**config.mk**
```make
export PLATFORM = sky130hd
export DESIGN_NAME = call_panel_flat
export DESIGN_NICKNAME = d
export VERILOG_FILES = /design/src/rtl/elevator_pkg.sv /design/src/rtl/call_panel_if.sv /design/src/rtl/call_debounce.sv /design/src/rtl/call_panel.sv /design/src/flat_wrapper.sv
export SDC_FILE = /design/constraint.sdc
export NUM_CORES = 1
export LEC_CHECK = 0
export ABC_AREA = 1
export BUFFER_PORTS_ARGS = -buffer_cell sky130_fd_sc_hd__clkbuf_2
export CAP_MARGIN = 5
export CORE_ASPECT_RATIO = 0.75
export CORE_MARGIN = 1.5
export CORE_UTILIZATION = 65
export CTS_CLUSTER_DIAMETER = 200
export DETAILED_ROUTE_END_ITERATION = 7
export PLACE_DENSITY = 0.86
export SLEW_MARGIN = 10
export SYNTH_ARGS = -nofsm -noshare
export SYNTH_HDL_FRONTEND = slang
export SYNTH_SLANG_ARGS = --single-unit
```
**constraint.sdc**
```tcl
create_clock -name CLK -period 3.15 [get_ports CLK]
set_input_delay 0.1575 -clock CLK [delete_from_list [all_inputs] [get_ports CLK]]
set_output_delay 0.1575 -clock CLK [all_outputs]
set_load 0.05 [all_outputs]
```
**src/rtl/elevator_pkg.sv**
```systemverilog
// Shared elevator definitions: floor count, floor bit positions, debounce FSM states.
package elevator_pkg;

  localparam int NUM_FLOORS = 3;

  localparam int FLOOR1 = 0;
  localparam int FLOOR2 = 1;
  localparam int FLOOR3 = 2;

  typedef enum logic [1:0] {
    REL   = 2'd0,
    PWAIT = 2'd1,
    HELD  = 2'd2,
    RWAIT = 2'd3
  } db_state_e;

endpackage

```
**src/rtl/call_panel_if.sv**
```systemverilog
// Raw buttons and door acknowledges in, latched request lamps out.
// The master modport is the board/controller side; the slave modport is call_panel.
interface call_panel_if #(
  parameter int N = elevator_pkg::NUM_FLOORS
);

  logic [N-1:0] btn_interior;
  logic [N-1:0] btn_exterior;
  logic [N-1:0] doors;
  logic [N-1:0] interior_panel;
  logic [N-1:0] exterior_panel;
  logic         req_pending;

  modport master (
    output btn_interior, btn_exterior, doors,
    input  interior_panel, exterior_panel, req_pending
  );

  modport slave (
    input  btn_interior, btn_exterior, doors,
    output interior_panel, exterior_panel, req_pending
  );

endinterface

```
**src/rtl/call_debounce.sv**
```systemverilog
// One button: 2-flop synchroniser then REL/PWAIT/HELD/RWAIT debounce, single-cycle press pulse.
// Latency: stable press to pulse is 2 + DEBOUNCE_CYCLES cycles; no backpressure, pulse is fire-and-forget.
module call_debounce
  import elevator_pkg::*;
#(
  parameter int DEBOUNCE_CYCLES = 16
) (
  input  logic CLK,
  input  logic RST,
  input  logic btn_raw,
  output logic press
);

  localparam int CW = $clog2(DEBOUNCE_CYCLES + 1);
  localparam logic [CW-1:0] CNT_MAX = CW'(DEBOUNCE_CYCLES);
  localparam logic [CW-1:0] CNT_ONE = CW'(1);

  logic          sync1_q, sync1_d;
  logic          sync2_q, sync2_d;
  db_state_e     state_q, state_d;
  logic [CW-1:0] cnt_q, cnt_d;

  always_comb begin
    sync1_d = btn_raw;
    sync2_d = sync1_q;
    state_d = state_q;
    cnt_d   = cnt_q;
    press   = 1'b0;
    case (state_q)
      REL: begin
        if (sync2_q) begin
          state_d = PWAIT;
          cnt_d   = CNT_ONE;
        end
      end
      PWAIT: begin
        if (!sync2_q) begin
          state_d = REL;
          cnt_d   = '0;
        end else if (cnt_q == CNT_MAX) begin
          state_d = HELD;
          press   = 1'b1;
        end else if (cnt_q < CNT_MAX) begin
          cnt_d = cnt_q + CNT_ONE;
        end
      end
      HELD: begin
        if (!sync2_q) begin
          state_d = RWAIT;
          cnt_d   = CNT_ONE;
        end
      end
      RWAIT: begin
        if (sync2_q) begin
          state_d = HELD;
        end else if (cnt_q == CNT_MAX) begin
          state_d = REL;
          cnt_d   = '0;
        end else if (cnt_q < CNT_MAX) begin
          cnt_d = cnt_q + CNT_ONE;
        end
      end
      default: begin
        state_d = REL;
        cnt_d   = '0;
      end
    endcase
  end

  always_ff @(posedge CLK) begin
    if (RST) begin
      sync1_q <= 1'b0;
      sync2_q <= 1'b0;
      state_q <= REL;
      cnt_q   <= '0;
    end else begin
      sync1_q <= sync1_d;
      sync2_q <= sync2_d;
      state_q <= state_d;
      cnt_q   <= cnt_d;
    end
  end

endmodule

```
**src/rtl/call_panel.sv**
```systemverilog
// Debounced car/hall call latches cleared by door-open; CALL_CANCEL_EN adds car-call cancel on re-press.
// Latency: raw press to lamp 3 + DEBOUNCE_CYCLES cycles, door to clear 1 cycle; no backpressure.
module call_panel #(
  parameter int NUM_FLOORS      = elevator_pkg::NUM_FLOORS,
  parameter int DEBOUNCE_CYCLES = 16
) (
  input  logic         CLK,
  input  logic         RST,
  call_panel_if.slave  pnl
);

  logic [NUM_FLOORS-1:0] press_int;
  logic [NUM_FLOORS-1:0] press_ext;
  logic [NUM_FLOORS-1:0] int_req_q, int_req_d;
  logic [NUM_FLOORS-1:0] ext_req_q, ext_req_d;
  logic                  req_pending_q, req_pending_d;

  for (genvar i = 0; i < NUM_FLOORS; i++) begin : g_floor
    call_debounce #(
      .DEBOUNCE_CYCLES(DEBOUNCE_CYCLES)
    ) u_db_int (
      .CLK    (CLK),
      .RST    (RST),
      .btn_raw(pnl.btn_interior[i]),
      .press  (press_int[i])
    );

    call_debounce #(
      .DEBOUNCE_CYCLES(DEBOUNCE_CYCLES)
    ) u_db_ext (
      .CLK    (CLK),
      .RST    (RST),
      .btn_raw(pnl.btn_exterior[i]),
      .press  (press_ext[i])
    );
  end

  // An open door both clears the floor and swallows any press landing that cycle.
  always_comb begin
`ifdef CALL_CANCEL_EN
    int_req_d = (int_req_q ^ press_int) & ~pnl.doors;
`else
    int_req_d = (int_req_q | press_int) & ~pnl.doors;
`endif
    ext_req_d     = (ext_req_q | press_ext) & ~pnl.doors;
    req_pending_d = |{int_req_d, ext_req_d};
  end

  always_ff @(posedge CLK) begin
    if (RST) begin
      int_req_q     <= '0;
      ext_req_q     <= '0;
      req_pending_q <= 1'b0;
    end else begin
      int_req_q     <= int_req_d;
      ext_req_q     <= ext_req_d;
      req_pending_q <= req_pending_d;
    end
  end

  assign pnl.interior_panel = int_req_q;
  assign pnl.exterior_panel = ext_req_q;
  assign pnl.req_pending    = req_pending_q;

endmodule

```
**src/flat_wrapper.sv**
```systemverilog
// flat-port wrapper written by rule: the top's interface ports become plain ports
module call_panel_flat import elevator_pkg::*;
#(
  parameter int NUM_FLOORS      = elevator_pkg::NUM_FLOORS,
  parameter int DEBOUNCE_CYCLES = 16
)
  (CLK, RST, pnl_btn_interior, pnl_btn_exterior, pnl_doors, pnl_interior_panel, pnl_exterior_panel, pnl_req_pending);
  call_panel_if #(.N((3))) pnl_i ();
  input  logic CLK;
  input  logic RST;
  input wire logic [$bits(pnl_i.btn_interior)-1:0] pnl_btn_interior;
  input wire logic [$bits(pnl_i.btn_exterior)-1:0] pnl_btn_exterior;
  input wire logic [$bits(pnl_i.doors)-1:0] pnl_doors;
  output wire logic [$bits(pnl_i.interior_panel)-1:0] pnl_interior_panel;
  output wire logic [$bits(pnl_i.exterior_panel)-1:0] pnl_exterior_panel;
  output wire logic [$bits(pnl_i.req_pending)-1:0] pnl_req_pending;
  assign pnl_i.btn_interior = pnl_btn_interior;
  assign pnl_i.btn_exterior = pnl_btn_exterior;
  assign pnl_i.doors = pnl_doors;
  assign pnl_interior_panel = pnl_i.interior_panel;
  assign pnl_exterior_panel = pnl_i.exterior_panel;
  assign pnl_req_pending = pnl_i.req_pending;
  call_panel #(.NUM_FLOORS(NUM_FLOORS), .DEBOUNCE_CYCLES(DEBOUNCE_CYCLES)) u_core (.CLK(CLK), .RST(RST), .pnl(pnl_i));
endmodule
```
==> flow_metrics.tcl <==
set metrics [dict create \
    die_h_um 64.6 \
    finalHoldViolations 0 \
    io_pins 18 \
    cts_buffers 9 \
    routedWlPerCell_um 11.9 \
    syn_area_per_cell_um2 6.81 \
    cts-htree-levels 3 \
    synthMuxAreaShare_pct 0 \
    cpMaxStageDelayCell "dfxtp_1" \
    drt_first_pass_iters 4 \
    clockBufferDepth 2 \
    slew_violations 0 \
    crit_buf_inv 2 \
    fillers 358 \
    synth_compound_gate_area_share_pct 11.2 \
    synth_commonest_cells "104 x nand2_1, 80 x inv_1, 65 x nor2_1, 61 x dfxtp_1, 30 x a21oi_1" \
    crit_chain "inv_1, ha_1, nand2_1, nor3_2, nand2_1, nand3_2, inv_2, o21ai_0, nor2_1" \
    gp_congestion 0.877 \
    synthXorXnorAreaFrac_pct 3.47 \
    yosys.area_share.adder_pct 4.57 \
    cp_max_fo 6 \
    synth.area.top_cells "dfxtp_1 37%, nand2_1 12%, inv_1 9.1%, nor2_1 7.4%, a21oi_1 4.6%" \
    synth-seq-cells 61 \
    hold_slack_ns 0.0219 \
    start_kind "flip-flop" \
    clock_sinks 61 \
    std_cell_rows 22 \
    syn_to_final_growth_pct 12.1 \
    grt_max_degree 30 \
    rsz0062_at_grt "no" \
    grt_pass1_vias 2823 \
    p_total_mw 1.95 \
    power_density_nw_per_um2 529 \
    multi_input_area_um2 1710 \
    holdBufCountCts 0 \
    syn-num-nets 505 \
    synth_edf_count 0 \
    finalWirelength_um 6800 \
    crit_top_cell "nand2_1" \
    yosysUniqueCellTypes 36 \
    drt_drc_violations_left 0 \
    async_reset_ff_share_pct 0 \
    finalSetupTns_ns 0 \
    finalWorstSetupSlack_ns 1.59 \
    fin_cells 570 \
    crit_family "simple AND/OR/NAND/NOR gates" \
    max_freq_mhz 641 \
    grt_pass1_wl_um 11700 \
    yosysWarnings 0 \
    clkTransAtPathRegs_ns 0.07 \
    postCtsSetupBuffers 0 \
    worst_ep_arrival_time_ns 1.79 \
    hold_path_class "primary input to flip-flop" \
    drive_gt1_share_pct 14.1 \
    synthSimpleGateAreaFrac_pct 32.7 \
    clk_latency_ns 0.33 \
    regArea_um2 1220 \
    grt-ovfl-total 0 \
    design.core.area_um2 4870 \
    vias 2985 \
    io_buffers 17 \
    synthFlopType "dfxtp_1" \
    crit_required_ns 3.38 \
    dp_cells 554 \
    final_area_um2 3680 \
    setup_violations 0 \
    synthesis.area_um2 3280 \
    worst-r2r-setup-slack_ns 1.59 \
    cts_tree "yes" \
    crit_type "flip-flop to flip-flop" \
    dieArea_um2 5490 \
    crit_path_max_incr_delay_ns 0.35 \
    synth_top_family_by_area "simple AND/OR/NAND/NOR gates" \
    fin_util_pct 75.6 \
    synth_top_area_share_pct 37.2 \
    antenna_cells 0 \
    die_w_um 85.1 \
    ys_seq_area_share_pct 37.2 \
    fin_skew_ns 0.00728 \
    critPathCaptureType "flip-flop" \
    yosys.area.top_type "dfxtp_1" \
    relSlewSlack_pct 43.6 \
    dp_hpwl_um 4950 \
    syn-instance-count 482 \
    post-synth-top-count-cell "nand2_1" \
    min_period_ns 1.56 \
    irDropWorstVdd_mv 0.399 \
    post-place-ws_ns 1.28 \
    cts-root-buf "clkbuf_8" \
    ant_nets 0 \
    drtIter0Drc 227 \
    worstMarginPinSlew_ns 0.846 \
    status "complete, no violations" \
    final_min_period_over_clock_period_pct 49.5 \
    grt_usage_pct 26.5 \
    max-cap-violations 0 \
    cts_resized 0 \
    start_util_pct 67.4 \
    power.leakage_nw 1.63 \
    viasPerCell 5.24 \
    antenna_found_initial 0 \
    placed_area_um2 3420 \
    finalNetCount 528 \
]
final timing paths:
check | start | endpoint | cells past startpoint
max | u_core.g_floor[2].u_db_int.cnt_q[0] | u_core.g_floor[2].u_db_int.cnt_q[0] | 9
min | pnl_btn_interior[0] | u_core.g_floor[0].u_db_int.sync1_q | 3
max reg2reg | u_core.g_floor[2].u_db_int.cnt_q[0] | u_core.g_floor[2].u_db_int.cnt_q[0] | 9
min reg2reg | u_core.g_floor[0].u_db_int.sync1_q | u_core.g_floor[0].u_db_int.sync2_q | 2
routing by layer:
| layer | share of wire (%) | vias to the layer above | track usage [%] |
|---|---|---|---|
| met3 | 4.8 | 10 | 7.52 |
| met4 | 1.1 | 0 | 6.97 |
| met1 | 47 | 1344 | 32.0 |
| li1 | - | 1551 | - |
| met5 | 0 | - | 0 |
| met2 | 47 | 80 | 46.4 |
sequential cells by signal, indices dropped and copies added (netlist names), named ones only:
signal                           count
u_core.g_floor.u_db_int.cnt_q       15
u_core.g_floor.u_db_ext.sync2_q      3
u_core.pnl.exterior_panel            3
u_core.g_floor.u_db_int.sync1_q      3
u_core.g_floor.u_db_int.sync2_q      3
u_core.pnl.req_pending               1
u_core.g_floor.u_db_ext.state_q      3
u_core.g_floor.u_db_ext.cnt_q       15
u_core.pnl.interior_panel            3
u_core.g_floor.u_db_ext.sync1_q      3
u_core.g_floor.u_db_int.state_q      3
area by class of cell:
class | instances | area share, %
Tap cell | 60 | 2.04
Sequential cell | 61 | 33.2
Multi-Input combinational cell | 327 | 46.4
Timing Repair Buffer | 17 | 2.31
Inverter | 89 | 9.08
Clock buffer | 11 | 4.11
Clock inverter | 5 | 2.89
where the power goes:
part	switching (mW)	internal (mW)
Sequential	0.0395	0.807
Combinational	0.141	0.0785
Clock	0.309	0.570
worst min-delay path, stage by stage:
cell and delay [ns]:
clkbuf_2 0.08, inv_1 0.05, nor2_1 0.03
layout by cell type, fill, tap and decap left out, types with 2 or more instances in the layout:
cell       netlist  routed
ha_1            12      12
nor2_4           3       3
nand3_1         26      26
nor3_1           3       3
xor2_1           8       8
nand2_1        104     104
nand2_2          9       9
clkbuf_2         0      17
nor4_1           2       2
a211oi_1         2       2
inv_1           80      80
a21oi_2          2       2
dfxtp_1         61      61
o21ai_0         20      20
nand3_2          2       2
o21ai_1          3       3
nor2_2           5       5
bufinv_16        0       3
and3_1           2       2
xnor2_1          5       5
clkbuf_8         0      11
nand4_1          9       9
nor2_1          65      65
nand2_4          3       3
inv_2            9       9
o22ai_1          2       2
o21a_1           2       2
a21oi_1         30      30
kinds of logic (layout without fill, tap and decap cells):
kind of cell / after synthesis / in the layout
AOI/OAI and AO/OA: 65 / 65
xor gates and xnor gates: 13 / 13
adders and majority gates: 12 / 12
buffers and inverters: 94 / 122
DFF: 61 / 61
and+or+nand+nor: 237 / 237
Power figures use the tool's default switching activity.
